<file path="src/rtl/result_readback_if.sv">
`timescale 1ns/1ps
`default_nettype none
// ============================================================================
// Module      : result_readback_if
// Description : Bundles the result-memory store port, the host read-request
//               channel and the read-response channel of result_readback.
//   wr_en/wr_addr/wr_data        store port from pipeline stage 4
//   req_valid/req_addr/req_ready read request channel (valid/ready)
//   rsp_valid/rsp_addr/rsp_data  read response channel, rsp_ready from host
//   inflight                     credits in use inside the block
//   Modport slave is the readback block; master is the pipeline/host side.
// Revision    : 1.0 - initial release
// ============================================================================
interface result_readback_if #(
    parameter int DATA_W = 16,
    parameter int ADDR_W = 8,
    parameter int CNT_W  = 3
);
    logic              wr_en;
    logic [ADDR_W-1:0] wr_addr;
    logic [DATA_W-1:0] wr_data;
    logic              req_valid;
    logic [ADDR_W-1:0] req_addr;
    logic              req_ready;
    logic              rsp_valid;
    logic [ADDR_W-1:0] rsp_addr;
    logic [DATA_W-1:0] rsp_data;
    logic              rsp_ready;
    logic [CNT_W-1:0]  inflight;

    modport slave (
        input  wr_en, wr_addr, wr_data, req_valid, req_addr, rsp_ready,
        output req_ready, rsp_valid, rsp_addr, rsp_data, inflight
    );

    modport master (
        output wr_en, wr_addr, wr_data, req_valid, req_addr, rsp_ready,
        input  req_ready, rsp_valid, rsp_addr, rsp_data, inflight
    );
endinterface
`default_nettype wire

</file>
<file path="src/rtl/result_readback.sv">
`timescale 1ns/1ps
`default_nettype none
// ============================================================================
// Module      : result_readback
// Description : Result RAM (2**ADDR_W x DATA_W) written by the pipeline store
//               port and read back by a host. Reads go through a 2-stage
//               pipeline (R1 address, R2 RAM read with write-first bypass)
//               into a response FIFO. Requests are only accepted while a FIFO
//               slot is reserved for them, so the FIFO never overflows.
//   clk  : clock, all state on posedge
//   rst  : asynchronous active-high reset (RAM contents are kept)
//   bus  : result_readback_if.slave - store port, request and response
//          channels, inflight credit count
// Revision    : 1.0 - initial release
// ============================================================================
module result_readback #(
    parameter int DATA_W     = 16,
    parameter int ADDR_W     = 8,
    parameter int FIFO_DEPTH = 4
) (
    input wire logic         clk,
    input wire logic         rst,
    result_readback_if.slave bus
);
    localparam int c_ptr_w = $clog2(FIFO_DEPTH);
    localparam int c_cnt_w = $clog2(FIFO_DEPTH + 1);
    localparam logic [c_cnt_w-1:0] c_depth = c_cnt_w'(FIFO_DEPTH);

    // Storage without reset
    logic [DATA_W-1:0]  r_ram       [0:(1<<ADDR_W)-1];
    logic [ADDR_W-1:0]  r_fifo_addr [0:FIFO_DEPTH-1];
    logic [DATA_W-1:0]  r_fifo_data [0:FIFO_DEPTH-1];

    // Read pipeline
    logic               r_r1_valid;
    logic [ADDR_W-1:0]  r_r1_addr;
    logic               r_r2_valid;
    logic [ADDR_W-1:0]  r_r2_addr;
    logic [DATA_W-1:0]  r_r2_data;

    // FIFO control and last-popped response (shown while the FIFO is empty)
    logic [c_ptr_w-1:0] r_wr_ptr;
    logic [c_ptr_w-1:0] r_rd_ptr;
    logic [c_cnt_w-1:0] r_count;
    logic [ADDR_W-1:0]  r_last_addr;
    logic [DATA_W-1:0]  r_last_data;

    logic               w_push;
    logic               w_pop;
    logic               w_accept;
    logic               w_rsp_valid;
    logic               w_req_ready;
    logic [c_cnt_w-1:0] w_inflight;
    logic [c_cnt_w-1:0] w_count_next;
    logic [ADDR_W-1:0]  w_head_addr;
    logic [DATA_W-1:0]  w_head_data;

    assign w_head_addr = r_fifo_addr[r_rd_ptr];
    assign w_head_data = r_fifo_data[r_rd_ptr];
    assign w_rsp_valid = (r_count != '0);
    assign w_pop       = w_rsp_valid & bus.rsp_ready;
    assign w_push      = r_r2_valid;

    // Every request in R1/R2 already owns a FIFO slot; a pop this edge frees
    // one, which is why a full block can still accept when the head leaves.
    assign w_inflight  = {{(c_cnt_w-1){1'b0}}, r_r1_valid}
                       + {{(c_cnt_w-1){1'b0}}, r_r2_valid}
                       + r_count;
    assign w_req_ready = (w_inflight < c_depth) | w_pop;
    assign w_accept    = bus.req_valid & w_req_ready;

    always_comb begin
        w_count_next = r_count;
        case ({w_push, w_pop})
            2'b10:   w_count_next = r_count + 1'b1;
            2'b01:   w_count_next = r_count - 1'b1;
            default: w_count_next = r_count;
        endcase
    end

    // Store port
    always_ff @(posedge clk) begin
        if (bus.wr_en) begin
            r_ram[bus.wr_addr] <= bus.wr_data;
        end
    end

    // R2 data path; a store to the same address on this edge wins over the
    // RAM's old contents (write-first).
    always_ff @(posedge clk) begin
        r_r2_addr <= r_r1_addr;
        if (bus.wr_en && (bus.wr_addr == r_r1_addr)) begin
            r_r2_data <= bus.wr_data;
        end else begin
            r_r2_data <= r_ram[r_r1_addr];
        end
    end

    // FIFO payload
    always_ff @(posedge clk) begin
        if (w_push) begin
            r_fifo_addr[r_wr_ptr] <= r_r2_addr;
            r_fifo_data[r_wr_ptr] <= r_r2_data;
        end
    end

    // Control state; requests caught in R1/R2 at reset are simply dropped.
    always_ff @(posedge clk or posedge rst) begin
        if (rst) begin
            r_r1_valid  <= 1'b0;
            r_r1_addr   <= '0;
            r_r2_valid  <= 1'b0;
            r_wr_ptr    <= '0;
            r_rd_ptr    <= '0;
            r_count     <= '0;
            r_last_addr <= '0;
            r_last_data <= '0;
        end else begin
            r_r1_valid <= w_accept;
            if (w_accept) begin
                r_r1_addr <= bus.req_addr;
            end
            r_r2_valid <= r_r1_valid;
            if (w_push) begin
                r_wr_ptr <= r_wr_ptr + 1'b1;
            end
            if (w_pop) begin
                r_rd_ptr    <= r_rd_ptr + 1'b1;
                r_last_addr <= w_head_addr;
                r_last_data <= w_head_data;
            end
            r_count <= w_count_next;
        end
    end

    assign bus.req_ready = w_req_ready;
    assign bus.rsp_valid = w_rsp_valid;
    assign bus.rsp_addr  = w_rsp_valid ? w_head_addr : r_last_addr;
    assign bus.rsp_data  = w_rsp_valid ? w_head_data : r_last_data;
    assign bus.inflight  = w_inflight;
endmodule
`default_nettype wire

</file>
<file path="src/flat_wrapper.sv">
// flat-port wrapper written by rule: the top's interface ports become plain ports
module result_readback_flat 
#(
    parameter int DATA_W     = 16,
    parameter int ADDR_W     = 8,
    parameter int FIFO_DEPTH = 4
)
  (clk, rst, bus_wr_en, bus_wr_addr, bus_wr_data, bus_req_valid, bus_req_addr, bus_rsp_ready, bus_req_ready, bus_rsp_valid, bus_rsp_addr, bus_rsp_data, bus_inflight);
  result_readback_if #(.DATA_W(DATA_W), .ADDR_W(ADDR_W), .CNT_W(3)) bus_i ();
  input wire logic clk;
  input wire logic rst;
  input wire logic [$bits(bus_i.wr_en)-1:0] bus_wr_en;
  input wire logic [$bits(bus_i.wr_addr)-1:0] bus_wr_addr;
  input wire logic [$bits(bus_i.wr_data)-1:0] bus_wr_data;
  input wire logic [$bits(bus_i.req_valid)-1:0] bus_req_valid;
  input wire logic [$bits(bus_i.req_addr)-1:0] bus_req_addr;
  input wire logic [$bits(bus_i.rsp_ready)-1:0] bus_rsp_ready;
  output wire logic [$bits(bus_i.req_ready)-1:0] bus_req_ready;
  output wire logic [$bits(bus_i.rsp_valid)-1:0] bus_rsp_valid;
  output wire logic [$bits(bus_i.rsp_addr)-1:0] bus_rsp_addr;
  output wire logic [$bits(bus_i.rsp_data)-1:0] bus_rsp_data;
  output wire logic [$bits(bus_i.inflight)-1:0] bus_inflight;
  assign bus_i.wr_en = bus_wr_en;
  assign bus_i.wr_addr = bus_wr_addr;
  assign bus_i.wr_data = bus_wr_data;
  assign bus_i.req_valid = bus_req_valid;
  assign bus_i.req_addr = bus_req_addr;
  assign bus_i.rsp_ready = bus_rsp_ready;
  assign bus_req_ready = bus_i.req_ready;
  assign bus_rsp_valid = bus_i.rsp_valid;
  assign bus_rsp_addr = bus_i.rsp_addr;
  assign bus_rsp_data = bus_i.rsp_data;
  assign bus_inflight = bus_i.inflight;
  result_readback #(.DATA_W(DATA_W), .ADDR_W(ADDR_W), .FIFO_DEPTH(FIFO_DEPTH)) u_core (.clk(clk), .rst(rst), .bus(bus_i));
endmodule
</file>
<file path="config.mk">
export PLATFORM = sky130hd
export DESIGN_NAME = result_readback_flat
export DESIGN_NICKNAME = d
export VERILOG_FILES = /design/src/rtl/result_readback_if.sv /design/src/rtl/result_readback.sv /design/src/flat_wrapper.sv
export SDC_FILE = /design/constraint.sdc
export NUM_CORES = 2
export LEC_CHECK = 0
export BUFFER_PORTS_ARGS = -buffer_cell sky130_fd_sc_hd__buf_2
export CORE_MARGIN = 1
export CORE_UTILIZATION = 62
export DETAILED_ROUTE_END_ITERATION = 16
export GPL_TIMING_DRIVEN = 1
export PLACE_DENSITY = 0.76
export SLEW_MARGIN = 0
export SYNTH_ARGS = -nofsm -noshare
export SYNTH_HDL_FRONTEND = slang
export SYNTH_MEMORY_MAX_BITS = 65536
export SYNTH_SLANG_ARGS = --single-unit
</file>
<file path="constraint.sdc">
create_clock -name clk -period 8.8 [get_ports clk]
set_clock_uncertainty 0.2 [all_clocks]
set_input_delay 1.76 -clock clk [delete_from_list [all_inputs] [get_ports clk]]
set_output_delay 1.76 -clock clk [all_outputs]
set_load 0.1 [all_outputs]
</file>
==> metrics.txt <==
area of the core between 200000 and 300000 sq um; setup_tns 0 ns; TritonCTS Buffers roughly 410; overflow left after global routing 0; First DRT Iteration DRCs about 13000; hold violation count in the final report 0; Synth warnings 0; measured slew at the worst slew-check pin between 1 and 1.5 ns; Slew Limit Fails 0; Synth async-reset ratio 0.967%; residual DRC count 0; hold endpoint u_core.r_r2_addr[4]; average size of a mapped cell between 20 and 25 sq um; max frequency approximately 190 MHz; Cells after Synth between 7000 and 8000; initial core utilization between 60% and 70%; io pins 66; Pre-antenna DRT Iters 8; clk slew on worst S/H paths about 0.060 ns; # nets final about 7900; Crit path max-delay family buffers and inverters; area grow syn2layout 11.3%; crit path max fanout 101; vias in the first global route just over 80000; largest net degree at the start of global routing ~180; routed len/inst approximately 36 microns; vias post-DR 83000; FP Rows about 190; WP buf/inv 3; Post-DRT Antenna Nets 0; crit path kind flop to flop; crit-path most repeated cell buf_4; Max rail drop VDD 0.000465 V; Cell Area, Placed around 170000 sq um; Synth Register Bits 4241; reg2reg path depth 8; final instance area 182000 sq um; Synth Flop Type edfxtp_1; leakage power figure 57.5 nW; data required time of the worst path a little over 9 ns; hold path start u_core.r_r1_addr[4]; Post-Syn Nets between 7000 and 8000; pre-CTS setup slack roughly 3.4 ns; WP data arrival approximately 5.8 ns; Worst path max stage delay 0.85 ns; antenna violations before repair 18; post-layout util about 70%; reg2reg end u_core.r_fifo_data[1][12]; Worst Slack Setup Final 3.43 ns; Worst-Skew Late Latency around 0.93 ns; routability cong. 0.895; final setup fails 0; Resized Gates After CTS 0; pwr/cell area around 310 nW/um^2; flop-to-flop setup slack roughly 3.4 ns; Post-Route WL 424000 microns; DIE AREA about 270000 sq um; RSZ-0062 raised after global routing false; die width 515 microns; CTS Buffer Depth 4; Final min period 5.37 ns; die height between 500 and 600 microns; crit start category flop; Seq/Total Area, Yosys between 70% and 80%; TritonCTS Sinks 4241; Final period util about three fifths; Post-synth EDFFs 4192; Slew headroom a little over 8%; Post-CTS Setup Inserts 0; reg2reg start u_core.r_r2_addr[1]; Root Driver clkbuf_16; Synth Cell Area between 150000 and 200000 sq um; first-pass GRT wire length roughly 600000 microns; unique cell type count in the Yosys netlist around 50; hold_buf cts 0; Overall Global Routing Usage about a third; Slowest cell on crit path dfxtp_4; routed vias/inst 7.09; CTS tree yes; Setup crit end kind flop; total of max-cap violations 0; critical-path cell list buf_4, buf_12, buf_4, mux4_2, a221oi_1, o21ai_0, o32ai_1, nor4_2; DP Wirelength 239000 microns; worst hold-check path type flop to flop; hold path cells 0; port bufs 65; # H-tree levels 5; status complete, no violations; share of layout cells above drive strength 1 between 20 and 25%
[report_power, final]
| group | internal, W | switching, W | total (W) |
|---|---|---|---|
| clock network | 0.00974 | 0.00749 | 0.0172 |
| logic | 0.00610 | 0.0102 | 0.0163 |
| registers | 0.0227 | 0.000469 | 0.0232 |
| total | 0.0386 | 0.0182 | 0.0567 |
[cell type report]
type,instances,area [sq um]
Sequential cell,4241,127000
Fill cell,15100,79000
Multi-Input combinational cell,2752,33500
Clock buffer,507,10800
Tap cell,3496,4370
Timing Repair Buffer,435,3490
Clock inverter,241,2290
Inverter,13,52.6
Antenna cell,12,30.0
[state kept, by name, summed over array words and instances (netlist names), 2 cells and up]
name / cells
u_core.r_r2_addr: 8
u_core.r_last_addr: 8
u_core.r_last_data: 16
u_core.r_r1_addr: 8
u_core.r_fifo_addr: 32
u_core.r_rd_ptr: 2
u_core.r_wr_ptr: 2
u_core.r_ram: 4096
u_core.r_count: 3
u_core.r_fifo_data: 64
[per-stage QoR]
step / hold slack, ns / power [W] / cells
floorplan: 0.142 / 0.0347 / 7463
global placement: 0.155 / 0.0394 / 10900
detailed placement: 0.158 / 0.0396 / 10900
CTS: 0.177 / 0.0567 / 11700
global route: 0.186 / 0.0581 / 11700
finish: 0.174 / 0.0567 / 11700
[worst max-delay path by stage]
stage / start / to / slack [ns] / cells past startpoint
floorplan: u_core.r_r2_valid / bus_req_ready / 2.94 / 5
global placement: u_core.r_r2_addr[1] / u_core.r_fifo_data[0][12] / 3.52 / 7
detailed placement: u_core.r_r2_addr[1] / u_core.r_fifo_data[0][12] / 3.41 / 8
CTS: u_core.r_r2_addr[1] / u_core.r_fifo_data[0][12] / 3.41 / 8
global route: u_core.r_r2_addr[1] / u_core.r_fifo_data[0][12] / 3.35 / 8
finish: u_core.r_r2_addr[1] / u_core.r_fifo_data[1][12] / 3.43 / 8
[worst register-to-register path, delay by kind of cell (launching register included)]
| kind | cells | cell delay [ns] |
|---|---|---|
| buf+inv | 3 | 2.15 |
| compound gates | 3 | 1.26 |
| flops | 1 | 0.85 |
| mux | 1 | 0.43 |
| simple gates | 1 | 0.18 |
[cells in the mapped netlist, drive strengths merged (2+ instances only)]
cell    count  share of area, %
a221oi     36              0.19
o221ai    256               1.4
fa          2             0.025
o22a       31              0.17
nand2      28             0.064
a22oi      56              0.26
inv        12             0.028
mux2       57              0.39
or3         2            0.0077
o32ai      16              0.15
or3b        2             0.011
edfxtp   4192                77
nand4      10             0.038
xnor2       3             0.016
clkbuf    253              0.58
nand2b      3             0.012
o21ai     100              0.31
or4        16             0.074
nor2b      12             0.046
dfrtp      41              0.63
dfxtp       8             0.098
o22ai      81              0.31
o211ai     16             0.074
nor2      274              0.63
buf       204               1.1
nor4       32              0.18
nor3       92              0.28
nand3      39              0.12
a221o      16             0.098
ha          7             0.054
or2         4             0.015
mux4      856                12
mux2i     481               3.0
xor2        4             0.021
and2        8             0.031
a21oi     172              0.53
a22o       36              0.19
[cells by family after synthesis]
logic type / Yosys count / synth area share [%]
DFF: 4241 / 77.9
muxes: 1394 / 15.2
AOI/OAI and AO/OA: 816 / 3.65
and+or+nand+nor: 526 / 1.54
buffers and inverters: 470 / 1.67
adders and majority gates: 9 / 0.0782
xor gates and xnor gates: 7 / 0.0376
[routing by layer]
metal / GRT usage (%) / routed length [microns] / up-vias
met3: 7.33 / 51700 / 874
li1: - / - / 32500
met2: 50.2 / 202000 / 6297
met4: 13.0 / 19400 / 14
met1: 44.3 / 151000 / 43300
met5: 0.274 / 175 / -
[cells in the final DEF (no fill, tap or decap), types with 7 or more instances in the layout]
cell / n
edfxtp_1: 4192
mux4_2: 856
mux2i_1: 481
clkbuf_16: 418
buf_4: 350
o221ai_1: 256
nor2_1: 234
a21oi_1: 172
o21ai_0: 100
nor3_1: 92
clkbuf_1: 89
clkinv_1: 88
o22ai_1: 81
clkinv_2: 74
mux2_2: 57
a22oi_1: 56
buf_2: 49
nor2_2: 40
dfrtp_1: 40
nand3_1: 39
a221oi_1: 36
a22o_1: 36
bufinv_16: 34
o22a_1: 31
nand2_1: 27
clkinvlp_4: 22
buf_12: 18
o211ai_1: 16
nor4_1: 16
or4_1: 16
a221o_1: 16
nor4_2: 16
buf_8: 16
o32ai_2: 14
diode_2: 12
nand4_1: 10
nor2b_1: 9
inv_1: 8
and2_1: 8
ha_1: 7
No activity file was read; power rests on OpenSTA's default activity.
